[src/rtl/countdown_ctrl.sv]
// MM:SS countdown controller: BCD digit entry, start/pause on the start button's
// rising edge, one-second decrement while running, and a DONE state at 00:00.
module countdown_ctrl (
  input  logic       clk,
  input  logic       reset,
  input  logic       tick_1hz,
  input  logic       set_mode,
  input  logic       load_a,
  input  logic       load_b,
  input  logic       load_c,
  input  logic       load_d,
  input  logic [3:0] digit_in,
  input  logic       start_btn,
  output logic [3:0] min_t,
  output logic [3:0] min_u,
  output logic [3:0] sec_t,
  output logic [3:0] sec_u,
  output logic       running,
  output logic       done,
  output logic [2:0] state_o
);

  typedef enum logic [2:0] {
    IDLE  = 3'd0,
    SET   = 3'd1,
    READY = 3'd2,
    RUN   = 3'd3,
    PAUSE = 3'd4,
    DONE  = 3'd5
  } state_t;

  state_t     state;
  logic       start_btn_q;
  logic       start_pulse;
  logic       count_zero;
  logic       count_one;
  logic [3:0] dec_mt, dec_mu, dec_st, dec_su;

  function automatic logic [3:0] sat9(input logic [3:0] d);
    return (d > 4'd9) ? 4'd9 : d;
  endfunction

  function automatic logic [3:0] sat5(input logic [3:0] d);
    return (d > 4'd5) ? 4'd5 : d;
  endfunction

  assign start_pulse = start_btn & ~start_btn_q;
  assign count_zero  = ({min_t, min_u, sec_t, sec_u} == 16'h0000);
  assign count_one   = ({min_t, min_u, sec_t, sec_u} == 16'h0001);

  // One-second BCD decrement with borrow rippling from sec_u up to min_t.
  always_comb begin
    dec_mt = min_t;
    dec_mu = min_u;
    dec_st = sec_t;
    dec_su = sec_u;
    if (sec_u != 4'd0) begin
      dec_su = sec_u - 4'd1;
    end else begin
      dec_su = 4'd9;
      if (sec_t != 4'd0) begin
        dec_st = sec_t - 4'd1;
      end else begin
        dec_st = 4'd5;
        if (min_u != 4'd0) begin
          dec_mu = min_u - 4'd1;
        end else begin
          dec_mu = 4'd9;
          dec_mt = min_t - 4'd1;
        end
      end
    end
  end

  // Digit loads depend only on being in SET; set_mode then overrides any other transition.
  always_ff @(posedge clk or posedge reset) begin
    if (reset) begin
      state       <= IDLE;
      start_btn_q <= 1'b0;
      min_t       <= 4'd0;
      min_u       <= 4'd0;
      sec_t       <= 4'd0;
      sec_u       <= 4'd0;
    end else begin
      start_btn_q <= start_btn;
      if (state == SET) begin
        if (load_a) min_t <= sat9(digit_in);
        if (load_b) min_u <= sat9(digit_in);
        if (load_c) sec_t <= sat5(digit_in);
        if (load_d) sec_u <= sat9(digit_in);
      end
      if (set_mode) begin
        state <= SET;
      end else begin
        case (state)
          IDLE:  state <= IDLE;
          SET:   state <= count_zero ? IDLE : READY;
          READY: if (start_pulse) state <= RUN;
          RUN: begin
            if (start_pulse) begin
              state <= PAUSE;
            end else if (tick_1hz) begin
              // A zero count is never decremented, so 00:00 cannot wrap to 99:59.
              if (!count_zero) begin
                min_t <= dec_mt;
                min_u <= dec_mu;
                sec_t <= dec_st;
                sec_u <= dec_su;
              end
              if (count_one || count_zero) state <= DONE;
            end
          end
          PAUSE: if (start_pulse) state <= RUN;
          DONE:  if (start_pulse) state <= IDLE;
          default: state <= IDLE;
        endcase
      end
    end
  end

  assign running = (state == RUN);
  assign done    = (state == DONE);
  assign state_o = state;

endmodule

[config.mk]
export PLATFORM = sky130hd
export DESIGN_NAME = countdown_ctrl
export DESIGN_NICKNAME = d
export VERILOG_FILES = /design/src/rtl/countdown_ctrl.sv
export SDC_FILE = /design/constraint.sdc
export NUM_CORES = 1
export LEC_CHECK = 0
export BUFFER_PORTS_ARGS = -buffer_cell sky130_fd_sc_hd__clkbuf_2
export CELL_PAD_IN_SITES_DETAIL_PLACEMENT = 0
export CELL_PAD_IN_SITES_GLOBAL_PLACEMENT = 1
export CORE_MARGIN = 5
export CORE_UTILIZATION = 24
export DETAILED_ROUTE_END_ITERATION = 8
export GPL_ROUTABILITY_DRIVEN = 0
export GPL_TIMING_DRIVEN = 0
export HOLD_SLACK_MARGIN = 0.15
export PLACE_DENSITY = 0.57
export SYNTH_ARGS = -nofsm -noshare
export SYNTH_HDL_FRONTEND = slang
export SYNTH_SLANG_ARGS = --single-unit
[constraint.sdc]
create_clock -name clk -period 1.9 [get_ports clk]
set_input_delay 0.38 -clock clk [delete_from_list [all_inputs] [get_ports clk]]
set_output_delay 0.38 -clock clk [all_outputs]
set_load 0.02 [all_outputs]
# Word level (Yosys, flattened, before mapping)
# Index checks and enable logic that the tools add are counted.
# op_classes
mux,47
addsub,4
bitwise_logic,2
n_reduce_logical,9
n_lt_le_gt_ge,2
eq_ne,13
# op_table
cell,n
$mux 4,39
$mux 3,6
$ne 6x6->1 const B,3
$eq 16x1->1 const B,1
$logic_not 16->1,1
$sub 4x1->4 const B,4
$pmux 3 s4,1
$reduce_bool 4->1,3
$eq 3x2->1 const B,2
$eq 3x3->1 const B,2
$gt 4x3->1 const B,1
$gt 4x4->1 const B,1
$ne 4x2->1 const B,1
$ne 4x3->1 const B,1
$reduce_and 4->1,1
$eq 3x1->1 const B,1
$ne 3x1->1 const B,1
$ne 3x2->1 const B,1
$reduce_and 3->1,1
$mux 2,1
$reduce_and 2->1,1
$reduce_or 2->1,1
$and 1x1->1,1
$logic_or 1x1->1,1
$not 1->1,1
# word_totals
elab_cells,83
input_bits,13
out_inout_bits,21
register_bits,20

# Depth between registers and ports, before layout
# Gate-level depths: netlist (run 1).
# logic_depth
ltp_word,9
mapped_depth,8
depth_no_buf,7

# Worst setup path before layout (run 1)
# Ideal clock, no wire load.
# synth_path
path_type,reg2reg
from,reg min_t[0]
to,reg min_u[1]
required_ns,1.779
path_slack_ns,-0.231
period_less_slack_ns,2.131
path_stages_with_launch,9
arrival_ns,2.010
setup_ns,0.121
path_buffers,1
cell_sequence,dfrtp_1 inv_1 ha_1 nor4b_1 nand4_1 and2_1 buf_2 a211o_1 a22o_1
# synth_via
elab_chain_len,6
elab_cells_between_ends,9
classes_between,2 x eq/ne; 5 x mux; 2 x reduce/logical
# synth_rtl
item,line_no,source
start: declaration,14,"output logic [3:0] min_t,"
start signal: assignment,87,if (load_a) min_t <= sat9(digit_in);
start signal: assignment,105,min_t <= dec_mt;
$logic_not 16->1 *,48,"assign count_zero = ({min_t, min_u, sec_t, sec_u} == 16'h0000);"
$mux 4,104,if (!count_zero) begin
$mux 4,102,end else if (tick_1hz) begin
$mux 4,100,if (start_pulse) begin
$mux 4,95,case (state)
$mux 4,92,if (set_mode) begin
end signal: assignment,88,if (load_b) min_u <= sat9(digit_in);
end signal: assignment,106,min_u <= dec_mu;
end: declaration,15,"output logic [3:0] min_u,"
# Mark *: on every way between the ends. The rest lies on a longest branch, timed or not.
# A chain may end at the register's enable or synchronous reset.

# Worst setup path in the final report (run 1)
# layout_path
from,reg sec_t[3]
to,reg min_t[0]
# layout_via
elab_chain_len,6
elab_cells_between_ends,11
classes_between,3 x eq/ne; 5 x mux; 3 x reduce/logical
# layout_rtl
item,line_no,source
start: declaration,16,"output logic [3:0] sec_t,"
start signal: assignment,89,if (load_c) sec_t <= sat5(digit_in);
start signal: assignment,107,sec_t <= dec_st;
$logic_not 16->1,48,
$mux 4,104,
$mux 4,102,
$mux 4,100,
$mux 4,95,
$mux 4,92,
# Parallel ways exist; a longest one is shown, timed or not.

==> key figures, run 1 <==
Hold path
  – Hold Path Class: in2reg
  – Hold Path Depth: 1

Setup path
  – Reg-to-Reg Start: sec_t[3]
  – Crit Path Category: reg2reg
  – R2r setup slk: -0.04 ns
  – Critical Path, Cell by Cell: nor4_4 > nand2_2 > o41a_1 > or2_4 > a211o_1
  – CP endpoint kind: register
  – FF-to-FF End: min_t[0]
  – Slowest-stage cell, CP: dfrtp_2
  – Max Fanout on Critical Path: 3
  – Critical Path Start: sec_t[3]
  – R2R cell count: 5
  – Critical Path RT: 2.05 ns
  – CP max stage delay: around 0.43 ns
  – CP startpoint kind: register
  – Crit path DAT: 2.09 ns
  – Critical path capture point: min_t[0]

Global routing
  – Met1 Use GR: 16.4%
  – Global-route wire length before repair: approximately 7200 µm
  – Pin count of the biggest net entering global routing: 21
  – Most used routing layer in global routing: met2
  – GR Layer Usage met2: 20.6%
  – Gr ovfl total: 0
  – Total GRT Usage: between 10% and 20%
  – Antenna violations before repair: 0
  – Met3 Use GR: 2.37%
  – Vias in the first global route: 1,456

Synth
  – Avg Cell Area, Syn: between 8 and 9 µm²
  – Synthesized cell area: 0.00132 mm²
  – Number of synthesized flops with an enable pin: 0
  – Syn Nets: 169
  – Seq/Total Area, Yosys: roughly two fifths
  – Synth area leaders: dfrtp_1, nor2_1, o21ai_0, a21oi_1, nand2_1
  – Syn Inst Count: 154
  – Largest area contributor in the synthesized netlist: dfrtp_1
  – Post-synth top area share: 38.1%
  – FF+latch count, synth: 20
  – Synth Warn #: 0
  – FFs w/ async S/R, synth: 100%
  – Netlist cell types: 43
  – Synth Flop Type: dfrtp_1

Routing
  – Routed vias/inst: 4.98
  – Drt drc: 0
  – First-pass DRT Iterations: 4
  – WL final: 4340 µm
  – Antenna-violating nets left: 0
  – Initial DRC count: 64
  – Vias post-DR: 1,415
  – Wirelength per Cell: ~15 µm

Die
  – Die Area: between 0.007 and 0.008 mm²
  – Boundary pin count: 34
  – Rows: 27
  – Die height: approximately 84 µm
  – Core Region: 0.00541 mm²
  – Initial Util: between 20% and 30%
  – Die X: 84.0 µm

Clock network
  – H-tree levels: 1
  – TritonCTS clock tree: done
  – Maximum clock path buffer count: 2
  – Worst-skew pair later-pin latency: 0.27 ns
  – Clk sinks: 20
  – Root buffer cell: clkbuf_8
  – CTS Buf Count: 3
  – Clock-pin transition on the worst setup and hold timing paths: roughly 0.090 ns

Placed design
  – IO Port Bufs: 32
  – Final HPWL DP: 3000 µm
  – Pre-CTS setup slack: -0.419 ns

STA
  – Fin. max-slew vios: 0
  – Final Hold Viols: 0
  – Final min period: between 1.5 and 2 ns
  – Max_slew headroom: between 40% and 50%
  – Unrepaired setup endpoints after global routing: yes
  – Worst setup margin: -0.0355 ns
  – Setup TNS: -0.0355 ns
  – Tightest Pin Transition: 0.865 ns
  – Fin Clk Skew: 0.00752 ns
  – Final period util: 102%
  – Fmax: 517 MHz
  – Finish-stage setup viols: 1

Job
  – Max-cap violation count: 0

Finish
  – Finished Core Util: 35.4%
  – NumNets Final: 228
  – Fill count: 582
  – Area added between synthesis and finish: 45.7%
  – Share of cells above drive strength 1: 44.3%
  – ANT cells: 0

Run status
  – Outcome: complete, but fails checks
  – Failing checks: negative setup slack

Power and ir drop
  – LEAKAGE: 0.839 nW
  – Total power: 2.98 mW
  – PwrDens: 1560 mW/mm²
  – Peak supply drop: 0.438 mV
-- state kept, by name, summed over array words and instances (netlist names) --
register	cells
min_t	4
min_u	4
sec_t	4
sec_u	4
state_o	3
start_btn_q	1
-- layer usage --
metal  part of all wire, %  vias up
met2                    48       34
met1                    46      687
met3                   4.6        2
met4                  0.53        0
li1                      -      692
met5                     0        -
-- cells in the final DEF, fill, tap and decap left out, types with 2 or more instances in the layout --
cell type	netlist	routed
nor3_1	5	4
clkbuf_2	0	32
o21a_1	2	2
o22ai_1	4	4
buf_4	0	22
nor4_4	2	2
o311ai_0	3	2
nor2b_1	5	5
a21oi_1	10	8
nand2b_1	3	3
o211ai_1	2	2
inv_2	0	2
a211o_1	2	2
dfrtp_2	0	9
clkbuf_8	0	3
nand3_1	6	6
nor2_1	17	16
and2_1	5	4
a211oi_1	3	2
o21ai_0	12	11
or2_2	2	2
inv_1	8	6
nand4_1	2	2
dfrtp_1	20	11
nand2_2	1	2
nand2_1	13	12
a32oi_1	2	2
nand3b_1	2	2
-- power breakdown --
part / internal (mW) / switching, mW / total (mW) / leakage [nW]
combinational: 0.743 / 0.900 / 1.64 / 0.568
sequential: 0.618 / 0.274 / 0.892 / 0.236
clock: 0.282 / 0.168 / 0.450 / 0.0357
-- what timing repair did --
| item | CTS | global route |
|---|---|---|
| gates resized for setup | 14 | 12 |
| setup buffers | 19 | 4 |
| endpoints found under the hold margin | 0 | 0 |
| hold buffers | 0 | 0 |
| pin swaps | 9 | 8 |
| endpoints found under the setup margin | 18 | 13 |
-- worst min path at each step --
stage,startpoint,to,slack [ns]
2_1_floorplan,reset,min_t[2],0.34
3_3_place_gp,start_btn,start_btn_q,0.52
3_5_place_dp,start_btn,start_btn_q,0.53
4_1_cts,start_btn,start_btn_q,0.24
5_1_grt,start_btn,start_btn_q,0.25
6_report,start_btn,start_btn_q,0.24
-- synthesized netlist by cell type, types with 2 or more instances --
master	instances
dfrtp_1	20
nor2_1	17
nand2_1	13
o21ai_0	12
a21oi_1	10
inv_1	8
nand3_1	6
and2_1	5
nor2b_1	5
nor3_1	5
o22ai_1	4
a211oi_1	3
nand2b_1	3
o311ai_0	3
a211o_1	2
a32oi_1	2
clkbuf_1	2
ha_1	2
nand3b_1	2
nand4_1	2
nor4_1	2
nor4_4	2
o211ai_1	2
o21a_1	2
or2_2	2
-- final cells by class --
class                      instances  area [µm²]  area share, %
buffer                             2        18.8          0.980
sequential                        20         512           26.7
multi-input combinational        123         857           44.7
inverter                           8        30.0           1.57
clock buffer                       3        41.3           2.16
clock inverter                     1        30.0           1.57
tap                               72        90.1           4.70
timing repair buffer              55         337           17.6
-- worst max-delay path: cells and delay by family (launching register included) --
kind / cells / cell delay [ns]
AOI/OAI and AO/OA: 2 / 0.63
DFF: 1 / 0.43
and+or+nand+nor: 3 / 0.76
-- per-stage QoR --
stage / hold slack [ns] / instances / area [µm²]
global placement: 0.519 / 258 / 1600
floorplan: 0.343 / 154 / 1350
finish: 0.243 / 284 / 1920
CTS: 0.240 / 281 / 1860
detailed placement: 0.525 / 258 / 1600
global route: 0.246 / 284 / 1920
-- cell families (layout without fill, tap and decap cells) --
group	Yosys count	count (layout)	share of synthesized area [%]
simple gates	71	71	30.4
fa+ha+maj	2	2	1.90
flops	20	20	38.1
mux	2	2	1.62
buf+inv	11	69	3.23
compound gates	48	48	24.8
Note: power is estimated with default switching activity, not from simulation.
==> run 2, diff against run 1 <==
ABC_AREA = 1   (was unset)
CAP_MARGIN = 20   (was unset)
PLACE_DENSITY = 0.58   (was 0.57)
==> run 2 against run 1 <==
  * The flow now finishes without violations
  * Core utilization fell by 6.6 points
  * Count of clock-buffer cells in the layout did not move
  * Register-to-register slack improved by 0.29 ns
  * Critical path depth rose by 5
  * Hold slack got worse by 0.0065 ns
  * First-iteration DRC count did not move
  * Setup slack improved by 0.29 ns
  * Final area rose by 1.1%
  * Clock power fell by 33%
==> key figures, run 2 <==
Setup path
  – Slowest-stage cell, CP: dfrtp_1
  – Max Fanout on Critical Path: 10
  – Crit path top cell by count: nand2_1
  – Critical Path, Cell by Cell: inv_1 > ha_1 > nand2_1 > nor2_2 > nand2_2 > nand2_4 > buf_6 > nand3_1 > nand2_1 > nand2_1
  – Critical Path RT: a little over 2 ns
  – CP startpoint kind: register
  – CP endpoint kind: register
  – Crit Path Category: reg2reg
  – Crit path DAT: 1.80 ns
  – CP max stage delay: around 0.40 ns

Die
  – Initial Util: 24.3%
  – Rows: 30
  – Boundary pin count: 34
  – Core Region: 0.00672 mm²
  – Die height: about 90 µm
  – Die X: 92.5 µm
  – Die Area: 0.00856 mm²

Synth
  – Count leader, synth: nand2_1
  – Post-synth top area share: 30.6%
  – FFs w/ async S/R, synth: 100%
  – Synth Warn #: 0
  – Synth area leaders: dfrtp_1, nand2_1, nand3_1, inv_1, nor2_1
  – Syn Inst Count: 262
  – FF+latch count, synth: 20
  – Commonest cells post-synth: nand2_1, inv_1, nand3_1, nor2_1, dfrtp_1
  – Avg Cell Area, Syn: 6.24 µm²
  – Netlist cell types: 27
  – Largest area contributor in the synthesized netlist: dfrtp_1
  – Number of synthesized flops with an enable pin: 0
  – Seq/Total Area, Yosys: 30.6%
  – Syn Nets: about 280
  – Synthesized cell area: 0.00164 mm²
  – Synth Flop Type: dfrtp_1

Routing
  – Initial DRC count: between 60 and 70
  – First-pass DRT Iterations: 4
  – WL final: 4690 µm
  – Antenna-violating nets left: 0
  – Wirelength per Cell: 12.4 µm
  – Vias post-DR: approximately 1,700
  – Drt drc: 0
  – Routed vias/inst: 4.44

Clock network
  – Post-cts sizing count: 0
  – Post-cts hold buffer count: 0
  – TritonCTS clock tree: done
  – Worst-skew pair later-pin latency: 0.27 ns
  – Maximum clock path buffer count: 2
  – Post-CTS setup buffer count: 0
  – CTS Buf Count: 3
  – Clock-pin transition on the worst setup and hold timing paths: 0.09 ns
  – H-tree levels: 1
  – Clk sinks: 20
  – Root buffer cell: clkbuf_8

Power and ir drop
  – Total power: 2.78 mW
  – Peak supply drop: between 0.6 and 0.7 mV
  – PwrDens: approximately 1400 mW/mm²
  – LEAKAGE: 1.09 nW

Placed design
  – IO Port Bufs: 32
  – Final HPWL DP: 3730 µm
  – Placed cells: 374
  – Pre-CTS setup slack: about 0.20 ns

Global routing
  – Vias in the first global route: roughly 1,700
  – Antenna violations before repair: 0
  – Gr ovfl total: 0
  – Global-route wire length before repair: just over 8000 µm
  – Pin count of the biggest net entering global routing: 21
  – Total GRT Usage: 11.8%

Finish
  – Fill count: 783
  – Most frequent cells in the layout: nand2_1, inv_1, clkbuf_2
  – Area added between synthesis and finish: 18.4%
  – Share of cells above drive strength 1: 21.2%
  – ANT cells: 0
  – NumNets Final: 314
  – Commonest non-fill, non-tap cell in the layout: nand2_1
  – Cell Count, Final, Fillers Out: 377

STA
  – Tightest Pin Transition: 0.804 ns
  – Finish-stage setup viols: 0
  – Final Hold Viols: 0
  – Final period util: roughly 87%
  – Final min period: 1.64 ns
  – Fin Clk Skew: 0.00778 ns
  – Setup TNS: 0 ns
  – Fmax: just over 600 MHz
  – Worst setup margin: 0.256 ns
  – Unrepaired setup endpoints after global routing: no
  – Fin. max-slew vios: 0
  – Max_slew headroom: 46.3%

Hold path
  – Hold Path Class: in2async

Run status
  – Outcome: finished clean

Job
  – Max-cap violation count: 0
-- run 2: changes by cell type after synthesis, sizes merged, moves of 5 or more --
cell / previous run / this run
nand2: 14 / 99
nand3: 6 / 37
inv: 8 / 37
nor2: 17 / 33
a21oi: 10 / 4
and2: 5 / 0
nor2b: 5 / 0
-- run 2: cells by family after synthesis --
logic type | after synthesis | synth area share (%)
buf+inv | 42 | 10.6
simple gates | 173 | 48.0
compound gates | 23 | 8.19
fa+ha+maj | 2 | 1.53
flops | 20 | 30.6
xor+xnor | 2 | 1.07
-- run 2: path summary, 6_finish.rpt --
kind / depth (start not counted) / start / slack [ns] / endpoint
worst max-delay path: 10 / min_t[0] / 0.26 / min_u[3]
worst min-delay path: 2 / reset / 0.24 / state_o[0]
worst max register to register: 10 / min_t[0] / 0.26 / min_u[3]
worst min register to register: 2 / min_t[0] / 0.50 / min_t[0]
max in group asynchronous: 2 / reset / 1.16 / min_u[1]
min in group clk: 1 / start_btn / 0.25 / start_btn_q
-- run 2: cell type report --
class | count | area, µm² | share of cell area (%)
Clock buffer | 3 | 41.3 | 2.13
Buffer | 4 | 31.3 | 1.61
Inverter | 38 | 143 | 7.36
Multi-Input combinational cell | 200 | 961 | 49.6
Timing Repair Buffer | 32 | 160 | 8.27
Sequential cell | 20 | 500 | 25.8
Tap cell | 80 | 100 | 5.17
-- run 2: stage by stage --
step | instance area (µm²) | hold WS [ns] | utilization (%)
finish | 1940 | 0.236 | 28.8
global route | 1940 | 0.247 | 28.8
CTS | 1940 | 0.245 | 28.8
detailed placement | 1900 | 0.489 | 28.2
global placement | 1900 | 0.493 | 28.2
floorplan | 1640 | 0.344 | -
-- run 2: worst max-delay path: cells and delay by family (launching register included) --
family	cells	cell delay, ns
buffers and inverters	2	0.33
flip-flops	1	0.40
AND/OR/NAND/NOR	7	0.64
adder cells (fa/ha/maj)	1	0.17
-- run 2: metal layers --
| metal | global-route usage, % | up-vias | part of all wire [%] |
|---|---|---|---|
| li1 | - | 885 | - |
| met1 | 17.1 | 750 | 52 |
| met2 | 18.3 | 36 | 43 |
| met3 | 1.71 | 4 | 4.2 |
| met4 | 2.97 | 0 | 0.85 |
| met5 | 0 | - | 0 |
-- run 2: report_power, final --
group | internal, mW | switching [mW] | total, mW
combinational | 0.557 | 1.08 | 1.64
clock | 0.142 | 0.159 | 0.301
sequential | 0.598 | 0.239 | 0.837
==> run 3, diff against run 2 <==
ABC_AREA = unset   (was 1)
CELL_PAD_IN_SITES_DETAIL_PLACEMENT = 1   (was 0)
PLACE_DENSITY = 0.57   (was 0.58)
==> run 3 against run 2 <==
  * The run now ends with negative setup slack left
  * Final area is 5.7% higher
  * Fmax is 19% lower
  * First-iteration DRC count is 30% lower
  * Core utilization is 9.1 points higher
  * Sequential share of layout area is 0.85 points lower
  * Die area is 18% lower
  * Count of clock-buffer cells in the layout stayed put
  * Hold slack better by 0.0080 ns
  * Non-clock buffer count is 29 higher
  * Combinational power is 7% higher
  * Flip-flop and latch count stayed put
  * Clock skew is 0.0025 ns lower
  * Largest power group unchanged
==> key figures, run 3 (synthesized netlist as in run 1, its figures left out) <==
Clock network
  – Post-cts hold buffer count: 0
  – Clk sinks: 20
  – CTS Buf Count: 3
  – TritonCTS clock tree: done
  – H-tree levels: 1
  – Clock-pin transition on the worst setup and hold timing paths: 0.09 ns
  – Root buffer cell: clkbuf_8
  – Maximum clock path buffer count: 2
  – Worst-skew pair later-pin latency: ~0.27 ns

Global routing
  – Vias in the first global route: about 1,500
  – Total GRT Usage: 13.9%
  – Pin count of the biggest net entering global routing: 21
  – Gr ovfl total: 0
  – Global-route wire length before repair: 7900 µm
  – Antenna violations before repair: 0

Setup path
  – Critical Path RT: 2.06 ns
  – CP startpoint kind: register
  – Slowest-stage cell, CP: dfrtp_2
  – Critical Path, Cell by Cell: nor4_4 > buf_4 > nand4_1 > and2_4 > a211o_1 > a22o_1
  – CP top delay family: simple AND/OR/NAND/NOR gates
  – Crit Path Category: reg2reg
  – CP bufs+invs: 1
  – Crit path DAT: 2.18 ns
  – Max Fanout on Critical Path: 6
  – CP endpoint kind: register
  – R2r setup slk: -0.12 ns
  – CP max stage delay: 0.43 ns

Power and ir drop
  – Sequential share of power: 28.8%
  – Int Pwr: approximately 1.7 mW
  – Total power: 3.11 mW
  – LEAKAGE: between 0.8 and 0.9 nW
  – Net Switching: 1.42 mW
  – Peak supply drop: 0.514 mV
  – Sw frac: 45.8%
  – PwrDens: ~1500 mW/mm²
  – Combinational Power Share: 56.7%
  – Clk pwr share: 14.5%

Routing
  – Antenna-violating nets left: 0
  – Routed vias/inst: 4.95
  – WL final: 4970 µm
  – Initial DRC count: 45
  – Metal3 WL: 93 µm
  – Drt drc: 0
  – First-pass DRT Iterations: 4
  – Top sig layer: met4
  – Vias post-DR: 1,444
  – M1 WL: 2330 µm
  – Met2 routed WL: 2520 µm
  – Wirelength per Cell: 17.0 µm

Finish
  – Cell Count, Final, Fillers Out: 292
  – ANT cells: 0
  – Commonest non-fill, non-tap cell in the layout: clkbuf_2
  – Register area: 512 µm²
  – NumNets Final: 236
  – Finished Core Util: between 30% and 40%
  – Area added between synthesis and finish: 55.8%
  – Share of cells above drive strength 1: 47.7%
  – Most frequent cells in the layout: clkbuf_2, buf_4, nor2_1
  – Area of the multi-input gates: roughly 920 µm²
  – Fill count: roughly 650

Die
  – Rows: 27
  – Die height: 84.0 µm
  – Boundary pin count: 34
  – Core Region: 0.00541 mm²
  – Die X: 84.0 µm
  – Die Area: 0.00706 mm²
  – Initial Util: 24.3%

Job
  – Max-cap violation count: 0

Placed design
  – Placed cells: 258
  – Pre-CTS setup slack: -0.443 ns
  – Final HPWL DP: 3200 µm
  – IO Port Bufs: 32

STA
  – Max_slew headroom: 42.1%
  – Worst Hold Slack: 0.244 ns
  – Unrepaired setup endpoints after global routing: yes
  – Fmax: just under 500 MHz
  – Fin. max-slew vios: 0
  – Fin Clk Skew: around 0.0053 ns
  – Tightest Pin Transition: slightly below 0.9 ns
  – Finish-stage setup viols: 8
  – Final period util: 106%
  – Final Hold Viols: 0
  – Final min period: 2.02 ns
  – Worst setup margin: -0.117 ns

Run status
  – Failing checks: negative setup slack
  – Outcome: complete, but fails checks

Hold path
  – Hold Path Class: in2reg
==> run 3: changes by cell type in the layout (fill, tap and decap cells not counted), moves of 5 or more <==
cell / before / now
dfrtp_1: 20 / 11
nand3_1: 31 / 6
inv_1: 33 / 6
buf_4: 0 / 26
nand2_1: 94 / 12
nor2b_1: 0 / 5
nand3_2: 6 / 0
nor2_1: 27 / 16
dfrtp_2: 0 / 9
==> run 3: per-layer routing <==
metal | GRT usage [%] | up-vias
li1 | - | 707
met1 | 18.4 | 718
met2 | 23.2 | 17
met3 | 1.88 | 2
met4 | 4.39 | 0
met5 | 0 | -
==> run 3: final timing paths <==
| path | startpoint | to | depth (start not counted) |
|---|---|---|---|
| worst max-delay path | sec_t[3] | min_u[1] | 6 |
| worst min-delay path | start_btn | start_btn_q | 1 |
| worst max register to register | sec_t[3] | min_u[1] | 6 |
| worst min register to register | min_u[1] | min_u[1] | 1 |
| max in group asynchronous | reset | min_t[1] | 2 |
| min in group asynchronous | reset | sec_u[2] | 2 |
==> run 3: through the flow <==
stage	TNS (ns)	instance area [µm²]
finish	-0.637	2050
global route	-1.84	2050
CTS	-0.308	1850
detailed placement	-4.93	1600
global placement	-3.99	1600
floorplan	-0.0213	1350
==> run 3: final cells by class <==
class                      instances  share of cell area [%]
multi-input combinational        123                    44.8
sequential                        20                    25.0
timing repair buffer              63                    20.1
tap                               72                    4.40
clock buffer                       3                    2.02
clock inverter                     1                    1.47
inverter                           8                    1.47
buffer                             2                   0.733
==> run 3: power groups by stage <==
stage                     combinational [mW]  clock [mW]  sequential (mW)
after floorplan                        0.704           0             1.08
after global placement                  1.30           0            0.922
after detailed placement                1.31           0            0.930
after CTS                               1.53       0.460            0.893
after global routing                    1.92       0.485            0.936
final                                   1.76       0.451            0.896
==> run 3: what timing repair did <==
action / 4_1_cts / 5_1_grt
pin swaps: 8 / 23
resized for setup: 18 / 25
setup endpoints to repair: 19 / 15
cloned: 0 / 0
endpoints found under the hold margin: 0 / 0
buffers inserted: 17 / 14
